<file path="config.mk">
export PLATFORM = sky130hd
export DESIGN_NAME = axil_cfg_master
export DESIGN_NICKNAME = d
export VERILOG_FILES = /design/src/rtl/axil_cfg_master.sv
export SDC_FILE = /design/constraint.sdc
export NUM_CORES = 1
export LEC_CHECK = 0
export CORE_MARGIN = 2
export CORE_UTILIZATION = 46
export CTS_BUF_LIST = sky130_fd_sc_hd__clkbuf_8
export CTS_CLUSTER_DIAMETER = 60
export DETAILED_ROUTE_END_ITERATION = 16
export PLACE_DENSITY = 0.89
export SYNTH_ARGS = -nofsm -noshare
export SYNTH_HDL_FRONTEND = slang
export SYNTH_SLANG_ARGS = --single-unit
</file>
<file path="constraint.sdc">
create_clock -name clk -period 5.6 [get_ports clk]
set_input_delay 1.12 -clock clk [delete_from_list [all_inputs] [get_ports clk]]
set_output_delay 1.12 -clock clk [all_outputs]
set_load 0.03 [all_outputs]
</file>
<file path="src/rtl/axil_cfg_master.sv">
// AXI4-Lite initiator for the config port: one command in, one AXI4-Lite transaction out,
// one response back. A wait-state timeout aborts hung transactions and reports them.
module axil_cfg_master #(
    parameter int unsigned ADDR_WIDTH     = 13,
    parameter int unsigned DATA_WIDTH     = 32,
    parameter int unsigned TIMEOUT_CYCLES = 256
) (
    input  logic                  clk,
    input  logic                  reset,
    // command / response
    input  logic                  cmd_valid,
    output logic                  cmd_ready,
    input  logic                  cmd_write,
    input  logic [ADDR_WIDTH-1:0] cmd_addr,
    input  logic [DATA_WIDTH-1:0] cmd_wdata,
    output logic                  rsp_valid,
    input  logic                  rsp_ready,
    output logic                  rsp_write,
    output logic [DATA_WIDTH-1:0] rsp_rdata,
    output logic [1:0]            rsp_resp,
    output logic                  rsp_timeout,
    output logic                  timeout_sticky,
    // AXI4-Lite write address / data / response
    output logic [ADDR_WIDTH-1:0] axi4_master_awaddr,
    output logic                  axi4_master_awvalid,
    input  logic                  axi4_master_awready,
    output logic [DATA_WIDTH-1:0] axi4_master_wdata,
    output logic                  axi4_master_wvalid,
    input  logic                  axi4_master_wready,
    input  logic [1:0]            axi4_master_bresp,
    input  logic                  axi4_master_bvalid,
    output logic                  axi4_master_bready,
    // AXI4-Lite read address / data
    output logic [ADDR_WIDTH-1:0] axi4_master_araddr,
    output logic                  axi4_master_arvalid,
    input  logic                  axi4_master_arready,
    input  logic [DATA_WIDTH-1:0] axi4_master_rdata,
    input  logic [1:0]            axi4_master_rresp,
    input  logic                  axi4_master_rvalid,
    output logic                  axi4_master_rready
);

    localparam int unsigned    CNT_W     = $clog2(TIMEOUT_CYCLES + 1);
    localparam logic [CNT_W-1:0] CNT_LIMIT = CNT_W'(TIMEOUT_CYCLES - 1);
    localparam logic [1:0]     RESP_SLVERR = 2'b10;

    localparam logic [2:0] S_IDLE  = 3'd0;
    localparam logic [2:0] S_WADDR = 3'd1;
    localparam logic [2:0] S_WRESP = 3'd2;
    localparam logic [2:0] S_RADDR = 3'd3;
    localparam logic [2:0] S_RDATA = 3'd4;
    localparam logic [2:0] S_RESP  = 3'd5;

    logic [2:0]            state_q, state_d;
    logic [CNT_W-1:0]      cnt_q, cnt_d;
    logic                  cmd_ready_q, cmd_ready_d;
    logic                  awvalid_q, awvalid_d;
    logic                  wvalid_q, wvalid_d;
    logic                  bready_q, bready_d;
    logic                  arvalid_q, arvalid_d;
    logic                  rready_q, rready_d;
    logic [ADDR_WIDTH-1:0] addr_q, addr_d;
    logic [DATA_WIDTH-1:0] wdata_q, wdata_d;
    logic                  rsp_valid_q, rsp_valid_d;
    logic                  rsp_write_q, rsp_write_d;
    logic [DATA_WIDTH-1:0] rsp_rdata_q, rsp_rdata_d;
    logic [1:0]            rsp_resp_q, rsp_resp_d;
    logic                  rsp_timeout_q, rsp_timeout_d;
    logic                  sticky_q, sticky_d;

    logic                  aw_done_c;
    logic                  w_done_c;
    logic                  expired_c;
    logic                  abort_c;

    // Next-state and output logic; abort overrides whatever the wait state decided.
    always_comb begin
        state_d       = state_q;
        cnt_d         = cnt_q;
        cmd_ready_d   = cmd_ready_q;
        awvalid_d     = awvalid_q;
        wvalid_d      = wvalid_q;
        bready_d      = bready_q;
        arvalid_d     = arvalid_q;
        rready_d      = rready_q;
        addr_d        = addr_q;
        wdata_d       = wdata_q;
        rsp_valid_d   = rsp_valid_q;
        rsp_write_d   = rsp_write_q;
        rsp_rdata_d   = rsp_rdata_q;
        rsp_resp_d    = rsp_resp_q;
        rsp_timeout_d = rsp_timeout_q;
        sticky_d      = sticky_q;
        abort_c       = 1'b0;
        aw_done_c     = !awvalid_q || axi4_master_awready;
        w_done_c      = !wvalid_q || axi4_master_wready;
        expired_c     = (cnt_q >= CNT_LIMIT);

        // Counter saturates at the limit so a late phase change can never wrap it.
        if ((state_q == S_WADDR) || (state_q == S_WRESP) ||
            (state_q == S_RADDR) || (state_q == S_RDATA)) begin
            if (!expired_c) begin
                cnt_d = cnt_q + CNT_W'(1);
            end
        end

        case (state_q)
            S_IDLE: begin
                cmd_ready_d = 1'b1;
                if (cmd_valid && cmd_ready_q) begin
                    cmd_ready_d = 1'b0;
                    addr_d      = cmd_addr;
                    wdata_d     = cmd_wdata;
                    rsp_write_d = cmd_write;
                    cnt_d       = '0;
                    if (cmd_write) begin
                        state_d   = S_WADDR;
                        awvalid_d = 1'b1;
                        wvalid_d  = 1'b1;
                    end else begin
                        state_d   = S_RADDR;
                        arvalid_d = 1'b1;
                    end
                end
            end
            S_WADDR: begin
                awvalid_d = awvalid_q && !axi4_master_awready;
                wvalid_d  = wvalid_q && !axi4_master_wready;
                if (aw_done_c && w_done_c) begin
                    state_d  = S_WRESP;
                    bready_d = 1'b1;
                end else if (expired_c) begin
                    abort_c = 1'b1;
                end
            end
            S_WRESP: begin
                if (axi4_master_bvalid) begin
                    state_d       = S_RESP;
                    bready_d      = 1'b0;
                    rsp_valid_d   = 1'b1;
                    rsp_resp_d    = axi4_master_bresp;
                    rsp_rdata_d   = '0;
                    rsp_timeout_d = 1'b0;
                end else if (expired_c) begin
                    abort_c = 1'b1;
                end
            end
            S_RADDR: begin
                if (axi4_master_arready) begin
                    state_d   = S_RDATA;
                    arvalid_d = 1'b0;
                    rready_d  = 1'b1;
                end else if (expired_c) begin
                    abort_c = 1'b1;
                end
            end
            S_RDATA: begin
                if (axi4_master_rvalid) begin
                    state_d       = S_RESP;
                    rready_d      = 1'b0;
                    rsp_valid_d   = 1'b1;
                    rsp_resp_d    = axi4_master_rresp;
                    rsp_rdata_d   = axi4_master_rdata;
                    rsp_timeout_d = 1'b0;
                end else if (expired_c) begin
                    abort_c = 1'b1;
                end
            end
            S_RESP: begin
                if (rsp_ready) begin
                    state_d     = S_IDLE;
                    rsp_valid_d = 1'b0;
                    cmd_ready_d = 1'b1;
                end
            end
            default: begin
                state_d = S_IDLE;
            end
        endcase

        // Hung-slave recovery: drop every AXI handshake signal and report the abort.
        if (abort_c) begin
            state_d       = S_RESP;
            awvalid_d     = 1'b0;
            wvalid_d      = 1'b0;
            bready_d      = 1'b0;
            arvalid_d     = 1'b0;
            rready_d      = 1'b0;
            rsp_valid_d   = 1'b1;
            rsp_timeout_d = 1'b1;
            rsp_resp_d    = RESP_SLVERR;
            rsp_rdata_d   = '0;
            sticky_d      = 1'b1;
        end
    end

    always_ff @(posedge clk) begin
        if (reset) begin
            state_q       <= S_IDLE;
            cnt_q         <= '0;
            cmd_ready_q   <= 1'b0;
            awvalid_q     <= 1'b0;
            wvalid_q      <= 1'b0;
            bready_q      <= 1'b0;
            arvalid_q     <= 1'b0;
            rready_q      <= 1'b0;
            addr_q        <= '0;
            wdata_q       <= '0;
            rsp_valid_q   <= 1'b0;
            rsp_write_q   <= 1'b0;
            rsp_rdata_q   <= '0;
            rsp_resp_q    <= '0;
            rsp_timeout_q <= 1'b0;
            sticky_q      <= 1'b0;
        end else begin
            state_q       <= state_d;
            cnt_q         <= cnt_d;
            cmd_ready_q   <= cmd_ready_d;
            awvalid_q     <= awvalid_d;
            wvalid_q      <= wvalid_d;
            bready_q      <= bready_d;
            arvalid_q     <= arvalid_d;
            rready_q      <= rready_d;
            addr_q        <= addr_d;
            wdata_q       <= wdata_d;
            rsp_valid_q   <= rsp_valid_d;
            rsp_write_q   <= rsp_write_d;
            rsp_rdata_q   <= rsp_rdata_d;
            rsp_resp_q    <= rsp_resp_d;
            rsp_timeout_q <= rsp_timeout_d;
            sticky_q      <= sticky_d;
        end
    end

    assign cmd_ready           = cmd_ready_q;
    assign rsp_valid           = rsp_valid_q;
    assign rsp_write           = rsp_write_q;
    assign rsp_rdata           = rsp_rdata_q;
    assign rsp_resp            = rsp_resp_q;
    assign rsp_timeout         = rsp_timeout_q;
    assign timeout_sticky      = sticky_q;
    assign axi4_master_awaddr  = addr_q;
    assign axi4_master_awvalid = awvalid_q;
    assign axi4_master_wdata   = wdata_q;
    assign axi4_master_wvalid  = wvalid_q;
    assign axi4_master_bready  = bready_q;
    assign axi4_master_araddr  = addr_q;
    assign axi4_master_arvalid = arvalid_q;
    assign axi4_master_rready  = rready_q;

endmodule

</file>
==> key figures <==
GRT
  • Grt ovf: 0
  • Vias in the first global route: between 4000 and 5000
  • Gr busiest metal: met2
  • Total track usage: 24.4%
  • Met3 Track Usage GR: around 5%
  • Met2 usage: a little over two fifths
  • GR Util met1: 30.0%
  • First-pass GRT wire length: around 20000 µm
  • Initial antenna violation count: 0
  • Largest net degree at the start of global routing: 58

Finish
  • Area of the multi-input gates: 1900 µm²
  • Syn-to-layout area delta: 47.8%
  • Fillers: 665
  • Sequential cell area: 2020 µm²
  • Antenna fix cells: 0
  • Fraction of layout cells with a size suffix above 1: 4.29%
  • Final instance area: about 6200 µm²
  • Nets@finish: 764

Setup path
  • CP max FO: 25
  • Family with the most delay on the worst path: simple AND/OR/NAND/NOR gates
  • Arr. time, crit path: roughly 3300 ps
  • Critical path buffer and inverter count: 2
  • Critical path depth: 6
  • Slowest cell on the critical path: and2_1
  • Slowest stage delay, CP: about 730 ps
  • Crit start category: primary input
  • Crit end category: flip-flop
  • Worst Reg-to-Reg Cells: 5
  • Critical Path, Cell by Cell: clkdlybuf4s50_1 > and2_0 > and2_1 > buf_4 > a22oi_1 > nor3_1
  • Crit path kind: in -> reg
  • Required @ worst endpoint: 5890 ps

Placed design
  • Hpwl dp: approximately 9000 µm
  • Final Wtd Congestion: 0.801
  • PortBufs: about 190
  • DP Area: roughly 6000 µm²

Floorplan
  • Rows: 34
  • Initial Utilization: 48.0%
  • I/O pin count: 193
  • Die width: 99.8 µm
  • Die height: between 90 and 100 µm
  • Total die area: 9970 µm²
  • Core area: ~8800 µm²

STA
  • Max-slew violations: 0
  • Setup violators final: 0
  • Final hold vios: 0
  • RSZ-0062 raised after global routing: no
  • Worst-Margin Slew: 1310 ps
  • TNS Setup: 0 ps
  • Fin crit period: 3050 ps
  • Max_slew headroom: 12.6%
  • Achievable Freq: 327 MHz
  • Clock Skew: 15.2 ps
  • Final period utilization: 54.5%

CTS
  • CTS resizes: 0
  • Clk sinks: 101
  • Post CTS Setup Buffer Count: 0
  • CTS H-tree depth: 3
  • TritonCTS clock tree: done
  • CTS root buffer: clkbuf_8
  • Hold buffers post-CTS: 0
  • Clock slew at reported path FFs: between 100 and 150 ps
  • Longest Clk Path Bufs: 2
  • Clk Latency, worst-skew pair: 370 ps
  • TritonCTS buffer count: 9

Drt
  • Routed len/inst: 15.8 µm
  • Remaining routing DRC violations: 0
  • Vias per cell: between 5 and 6
  • 1st-pass router iterations: 4
  • Via Count: 4290
  • 1st-iter DRT viols: 229
  • Total Wirelength: roughly 12000 µm
  • ANT nets after route: 0

Synth
  • Syn Area/Cell: 8.19 µm²
  • Syn Inst Count: 516
  • Syn nets: 609
  • Post-synth top flop: dfxtp_1
  • Yosys reg bits: 101
  • Yosys top cell by area: dfxtp_1
  • Number of enable flip-flop cells after synthesis: 0
  • Synth top area share: a little under half
  • Yosys cell types: 45
  • Async set-reset flop share out of synthesis: 0%
  • Cell area after synthesis: 4230 µm²
  • Sequential-to-total area share from yosys stat: between 40% and 50%
  • Dominant cells by area after synthesis: dfxtp_1 (48%), nand2_1 (12%), a21oi_1 (7.5%)
  • Synth Warn #: 0

Pwr
  • Max IR drop VDD: roughly 0.17 mV
  • PD cells: around 360 nW/µm²
  • Leakage: 2.10 nW

Status
  • Status: finished, final reports clean

Flow run
  • Max Cap Viol: 0

Min path
  • Hold Path Class: reg -> reg
  • Worst Hold Depth: 2
tightest hold or removal path, cell delays in order (launching register included):
cell and delay, ps:
dfxtp_1 330, nand2_1 50, a21oi_1 50
synthesized netlist by cell type (2+ instances only):
cell and count:
o31ai_1 4, nand2b_1 6, ha_1 2, a31oi_1 2, a21oi_1 63, nor2_1 7
or3_1 2, or3b_2 2, and3_1 3, nor2b_1 5, or4_1 4, buf_4 18
buf_2 13, a22oi_1 2, nand3b_1 4, nor3_1 5, inv_1 5, nand2_1 133
a2bb2oi_1 2, o211ai_1 2, mux2i_1 3, a211oi_1 33, nor4_1 2, nand4_1 2
o21a_1 6, dfxtp_1 101, o21ai_0 5, clkbuf_1 22, o311a_1 3, nand3_1 39
nor4b_1 2
final cells by class:
cell class	count	share of cell area [%]
sequential	101	32.4
clock buffer	9	1.98
tap	108	2.16
inverter	5	0.301
multi-input combinational	356	30.4
clock inverter	7	1.38
timing repair buffer	198	31.4
per-layer routing:
layer | up-vias | wire (µm)
met5 | - | 0
met1 | 2001 | 5100
met3 | 20 | 881
met2 | 176 | 6180
met4 | 0 | 231
li1 | 2093 | -
cell families after synthesis:
group	synth area share [%]
and+or+nand+nor	24.1
AOI/OAI and AO/OA	19.3
DFF	47.9
buffers and inverters	7.40
muxes	0.711
adders and majority gates	0.592
flip-flops by register name (all words and copies together) (netlist names):
signal,count
axi4_master_awvalid,1
state_q,3
cmd_ready,1
axi4_master_rready,1
rsp_rdata,32
rsp_timeout,1
axi4_master_araddr,13
rsp_resp,2
axi4_master_bready,1
timeout_sticky,1
axi4_master_arvalid,1
axi4_master_wdata,32
rsp_write,1
axi4_master_wvalid,1
rsp_valid,1
cnt_q,9
worst paths after layout:
check                              from                    end  slack [ps]
setup / recovery              cmd_valid    axi4_master_arvalid        2550
hold / removal    axi4_master_wdata[27]  axi4_master_wdata[27]         460
setup reg to reg             state_q[0]    axi4_master_arvalid        3030
hold reg to reg   axi4_master_wdata[27]  axi4_master_wdata[27]         460
power by group:
group | internal [W] | leakage [nW] | switching [W]
Sequential | 0.000811 | 0.819 | 0.0000966
Clock | 0.000218 | 0.110 | 0.000274
Combinational | 0.000350 | 1.17 | 0.000522
layout by cell type (no fill, tap or decap), types with 3 or more instances in the layout:
cell type,Yosys,final
clkbuf_8,0,9
mux2i_1,3,3
nor2_1,7,7
nand3_1,39,39
a21oi_1,63,63
and3_1,3,3
or4_1,4,4
clkdlybuf4s50_1,0,191
o31ai_1,4,4
inv_1,5,5
nand3b_1,4,4
o21ai_0,5,5
a211oi_1,33,33
buf_4,18,6
o21a_1,6,6
dfxtp_1,101,101
o311a_1,3,3
nor3_1,5,5
nand2_1,133,133
nor2b_1,5,5
inv_8,0,3
nand2b_1,6,6
stage by stage:
stage | utilization (%) | setup slack, ps | cells | hold WS (ps) | power (W)
final | 70.9 | 2550 | 784 | 463 | 0.00227
after global routing | 70.9 | 2350 | 784 | 489 | 0.00239
after CTS | 70.9 | 2540 | 784 | 466 | 0.00228
after detailed placement | 68.5 | 2140 | 768 | 450 | 0.00179
after global placement | 68.5 | 2260 | 768 | 441 | 0.00177
after floorplan | - | 3220 | 516 | 452 | 0.00149
(Power assumes the default switching activity.)
==> variant 1: new RTL, config.mk and constraints unchanged <==
Set the parameter `ADDR_WIDTH` to 14 (it was 13).
--- a/src/rtl/axil_cfg_master.sv
+++ b/src/rtl/axil_cfg_master.sv
@@ -3,3 +3,3 @@
 module axil_cfg_master #(
-    parameter int unsigned ADDR_WIDTH     = 13,
+    parameter int unsigned ADDR_WIDTH     = 14,
     parameter int unsigned DATA_WIDTH     = 32,
Interface: changed (resized axi4_master_araddr, axi4_master_awaddr and cmd_addr); port bits go from 193 to 196. No check against the original RTL was run, so the function may have changed too.
==> variant 1 against the original RTL <==
  * Die area grew 3.5%
  * Fmax is 2.6% lower
  * Sequential power shrank 2%
  * Synthesized cell count increased by 0.78%
  * Final area rose by 4.4%
  * Area after synthesis grew 3.6%
  * Critical path depth unchanged
  * Worst setup slack lost 0.082 ns
  * Largest power group unchanged
  * Hold slack got worse by 0.0024 ns
  * Sequential cell count increased by 1
  * Power shrank 1.9%
  * Sequential share of layout area shrank 1.1 points
  * Wire length is 2.0% higher
==> variant 1: results <==
metrics = {
    "yosys": {
        "synth_fa_ha_area_share_pct": 0.5714,
        "synth_cell_types": 51,
        "synth.avg_cell_area_um2": 8.422,
        "yosysSeqAreaShare_pct": 46.63,
        "synth_mux_area_share_pct": 8.029,
        "ys_seq_elements": 102,
        "synth_common_cells": "dfxtp_1, nand2_1, a21oi_1, nor3_1",
        "synth-compound-area-share_pct": 14.23,
        "netlist_top_cells_area": "dfxtp_1, nand2_1, a21oi_1",
        "syn-num-nets": 614,
    },
    "min_path": {
        "hold_path.startpoint": "axi4_master_wdata[17]",
        "whs_endpoint": "axi4_master_wdata[17]",
    },
    "finish": {
        "design_area_um2": 6521,
        "seq_share_pct": 31.31,
        "n_all_buffers": 200,
        "drive_gt1_share_pct": 4.240,
        "clock_area_share_pct": 3.415,
        "multi_input_comb_cells": 359,
        "nNetsFinal": 773,
        "fill_cells": 677,
        "fin_cells": 813,
        "multi_input_area_share_pct": 31.96,
        "inverters": 7,
        "buffer_area_share_pct": 30.43,
        "clockBufferCount": 11,
    },
    "placement": {
        "io_buffer_count": 195,
        "place_inst": 797,
        "dpl_worst_slack_ns": 2.028,
        "dpl.hpwl_um": 9085,
        "gp_congestion": 0.8407,
        "post_dp_cell_area_um2": 6299,
    },
    "global_route": {
        "grt_pass1_vias": 4304,
        "grt_use_total_pct": 24.33,
        "grt_max_degree": 59,
        "grt_pass1_wl_um": 20120,
    },
    "timing": {
        "fin_crit_sh_pct": 55.99,
        "finalClockSkew_ns": 0.01594,
        "relSlewSlack_pct": 27.79,
        "timing.hold.ws_ns": 0.4610,
    },
    "drt": {
        "dr.pass1.iters": 5,
        "num_vias": 4381,
        "drt_iter0_markers": 238,
        "drt-total-wl_um": 12640,
    },
    "outcome": {
        "outcome": "finished, final reports clean",
    },
    "critical_path": {
        "cp-startpoint": "axi4_master_rvalid",
        "critPathArrivalTime_ns": 3.38,
        "rr_startpoint": "state_q[2]",
        "slowest_stage": "a21oi_4",
        "r2r_end": "rsp_resp[0]",
        "cp_max_fo": 23,
        "path_delay_family": "compound AO/OA/AOI/OAI gates",
        "r2r_slack_ns": 2.93,
        "critPathMaxStageDelay_ns": 0.75,
    },
    "power": {
        "vdd_drop_max_mv": 0.1797,
        "p_leak_nw": 2.209,
    },
    "floorplan": {
        "die_x_um": 101.6,
    },
}
## variant 1: cell types whose count changed in the layout (fill, tap and decap cells not counted), sizes merged, moves of 3 or more
| cell | delta |
|---|---|
| mux2i | +31 |
| nand2 | -31 |
| clkdlybuf4s50 | +3 |
| nor3 | +30 |
| a21oi | +6 |
| and2 | +32 |
| a211oi | -30 |
| o21a | -4 |
| nand3 | -35 |
| nand2b | -3 |
## variant 1: metal layers
layer | global-route usage [%] | up-vias | part of all wire [%]
li1 | - | 2095 | -
met1 | 28.36 | 2028 | 40
met2 | 42.11 | 219 | 50
met5 | 0 | - | 0
met4 | 11.75 | 0 | 3.3
met3 | 5.452 | 39 | 7.1
## variant 1: power by group
part	total [mW]	switching [mW]	leakage, nW	internal (mW)
registers	0.890	0.0864	0.825	0.804
clock network	0.507	0.266	0.112	0.241
logic	0.831	0.469	1.27	0.361
total	2.23	0.822	2.21	1.41
==> variant 2: new RTL, same settings <==
Without the edit above. `wdata_q` no longer has a reset.
--- a/src/rtl/axil_cfg_master.sv
+++ b/src/rtl/axil_cfg_master.sv
@@ -207,3 +207,2 @@
             addr_q        <= '0;
-            wdata_q       <= '0;
             rsp_valid_q   <= 1'b0;
@@ -224,3 +223,2 @@
             addr_q        <= addr_d;
-            wdata_q       <= wdata_d;
             rsp_valid_q   <= rsp_valid_d;
@@ -232,2 +230,6 @@
         end
+    end
+
+    always_ff @(posedge clk) begin
+        wdata_q <= wdata_d;
     end
Formal check against the unedited RTL: differs if reset is asserted again (counterexample within 4 cycles, from zero or initial values and one cycle with reset high); with reset held inactive, the same outputs for 4 cycles.
==> variant 2 against the original RTL <==
  * Worst setup slack got worse by 0.038 ns
  * Final area is 2.0% lower
  * Sequential power increased by 2.8%
  * Power is 6.1% lower
  * Non-clock buffer count shrank 4
  * Via count down 18%
  * Critical path depth is 2 lower
  * Sequential cell count is the same
  * Area after synthesis down 3.2%
  * Wire length shrank 11%
  * Hold slack worse by 0.0071 ns
  * Die area decreased by 3.1%
  * Synthesized cell count fell by 23%
  * Largest cell class unchanged
==> variant 2: results <==
metrics = {
    "outcome": {
        "outcome": "finished, final reports clean",
    },
    "finish": {
        "fill_cells": 657,
        "nNetsFinal": 661,
        "antennaDiodeCount": 0,
        "drive_gt1_share_pct": 9.599,
    },
    "power": {
        "p_leak_nw": 2.020,
        "vdd_drop_max_mv": 0.2140,
    },
    "cts": {
        "clock_path_buffers": 2,
        "post_cts_buffers": 0,
        "cts_buffers": 9,
        "h-tree-depth": 3,
        "cts_resized": 0,
        "cts_root_buffer": "clkbuf_8",
        "path_clk_slew_ns": 0.10,
        "worst_skew_pair.late_latency_ns": 0.35,
    },
    "critical_path": {
        "critPathArrivalTime_ns": 3.35,
        "cp_max_fo": 39,
    },
    "yosys": {
        "synth-edff-count": 32,
        "synthArstFlopShare_pct": 0,
        "synth.avg_cell_area_um2": 10.28,
        "synth_cell_types": 51,
        "syn-num-nets": 491,
        "yosysWarningCount": 0,
        "yosysSeqAreaShare_pct": 57.27,
        "netlist_top_cells_area": "dfxtp_1, edfxtp_1, nand2_1",
        "synth_common_cells": "nand2_1, dfxtp_1, a21oi_1, nand3_1, edfxtp_1",
    },
    "timing": {
        "relSlewSlack_pct": 30.34,
        "fin_tns_setup_ns": 0,
        "finalClockSkew_ns": 0.01035,
    },
    "drt": {
        "vias_per_cell": 5.184,
        "drc_errors": 0,
        "num_vias": 3530,
        "wire_per_inst_um": 16.18,
        "dr.pass1.iters": 4,
        "drt_iter0_markers": 147,
    },
    "global_route": {
        "grt_pass1_vias": 3270,
        "antenna_found_initial": 0,
        "grt_use_total_pct": 22.05,
        "grt_max_degree": 47,
        "grt_pass1_wl_um": 17020,
    },
    "placement": {
        "dpl_worst_slack_ns": 2.149,
        "dpl.hpwl_um": 8161,
        "io_buffer_count": 192,
        "place_inst": 665,
        "gp_congestion": 0.8647,
    },
    "min_path": {
        "worst_hold_path_type": "flip-flop to flip-flop",
    },
    "floorplan": {
        "die_area_um2": 9662,
    },
}
[variant 2: changes by cell type after synthesis, sizes merged, moves of 11 or more]
| cell | delta |
|---|---|
| nand2 | -55 |
| a211oi | -31 |
| dfxtp | -32 |
| clkbuf | -17 |
| nor2 | +11 |
| edfxtp | +32 |
[variant 2: cell families (layout without fill, tap and decap cells)]
| kind of cell | after synthesis | in the layout | synth area share, % |
|---|---|---|---|
| mux | 3 | 3 | 0.8564 |
| simple gates | 156 | 156 | 17.99 |
| flops | 101 | 101 | 57.27 |
| buf+inv | 44 | 219 | 6.761 |
| xor+xnor | 7 | 7 | 1.683 |
| fa+ha+maj | 2 | 2 | 0.6117 |
| compound gates | 85 | 85 | 14.84 |
[variant 2: path summary, 6_finish.rpt]
| kind | slack, ns | start | cells past startpoint | endpoint |
|---|---|---|---|---|
| max | 2.51 | reset | 4 | state_q[1] |
| max reg2reg | 2.90 | state_q[0] | 5 | state_q[1] |
| min reg2reg | 0.46 | rsp_rdata[21] | 2 | rsp_rdata[21] |
| min | 0.46 | rsp_rdata[21] | 2 | rsp_rdata[21] |
[variant 2: where the power goes]
| part | internal [mW] | switching [mW] | total (mW) |
|---|---|---|---|
| logic | 0.297 | 0.443 | 0.740 |
| registers | 0.852 | 0.0811 | 0.933 |
| clock network | 0.210 | 0.250 | 0.460 |
[variant 2: layout make-up]
type / instances / area (um2) / share of cell area, %
flip-flops and latches: 101 / 2342 / 38.28
multi-input cells: 253 / 1471 / 24.05
repair buffers: 194 / 1937 / 31.66
well taps: 108 / 135.1 / 2.209
clock buffers: 9 / 123.9 / 2.025
clock inverters: 7 / 75.07 / 1.227
inverters: 9 / 33.78 / 0.5521
[variant 2: worst max-delay path, stage by stage]
cell	delay, ns
clkdlybuf4s50_1	0.96
inv_1	0.19
nand2_2	0.77
and4b_1	0.29
[variant 2: routing by layer]
| layer | vias up | part of all wire, % | GRT usage (%) |
|---|---|---|---|
| li1 | 1707 | - | - |
| met1 | 1651 | 41 | 26.92 |
| met4 | 0 | 2.1 | 8.535 |
| met5 | - | 0 | 0 |
| met3 | 20 | 7.5 | 5.297 |
| met2 | 152 | 50 | 37.73 |
[variant 2: per-stage QoR]
stage	area [um2]	power, mW
3_3_place_gp	5919	1.662
5_1_grt	6118	2.231
3_5_place_dp	5919	1.688
4_1_cts	6118	2.142
6_report	6118	2.133
2_1_floorplan	4090	1.429
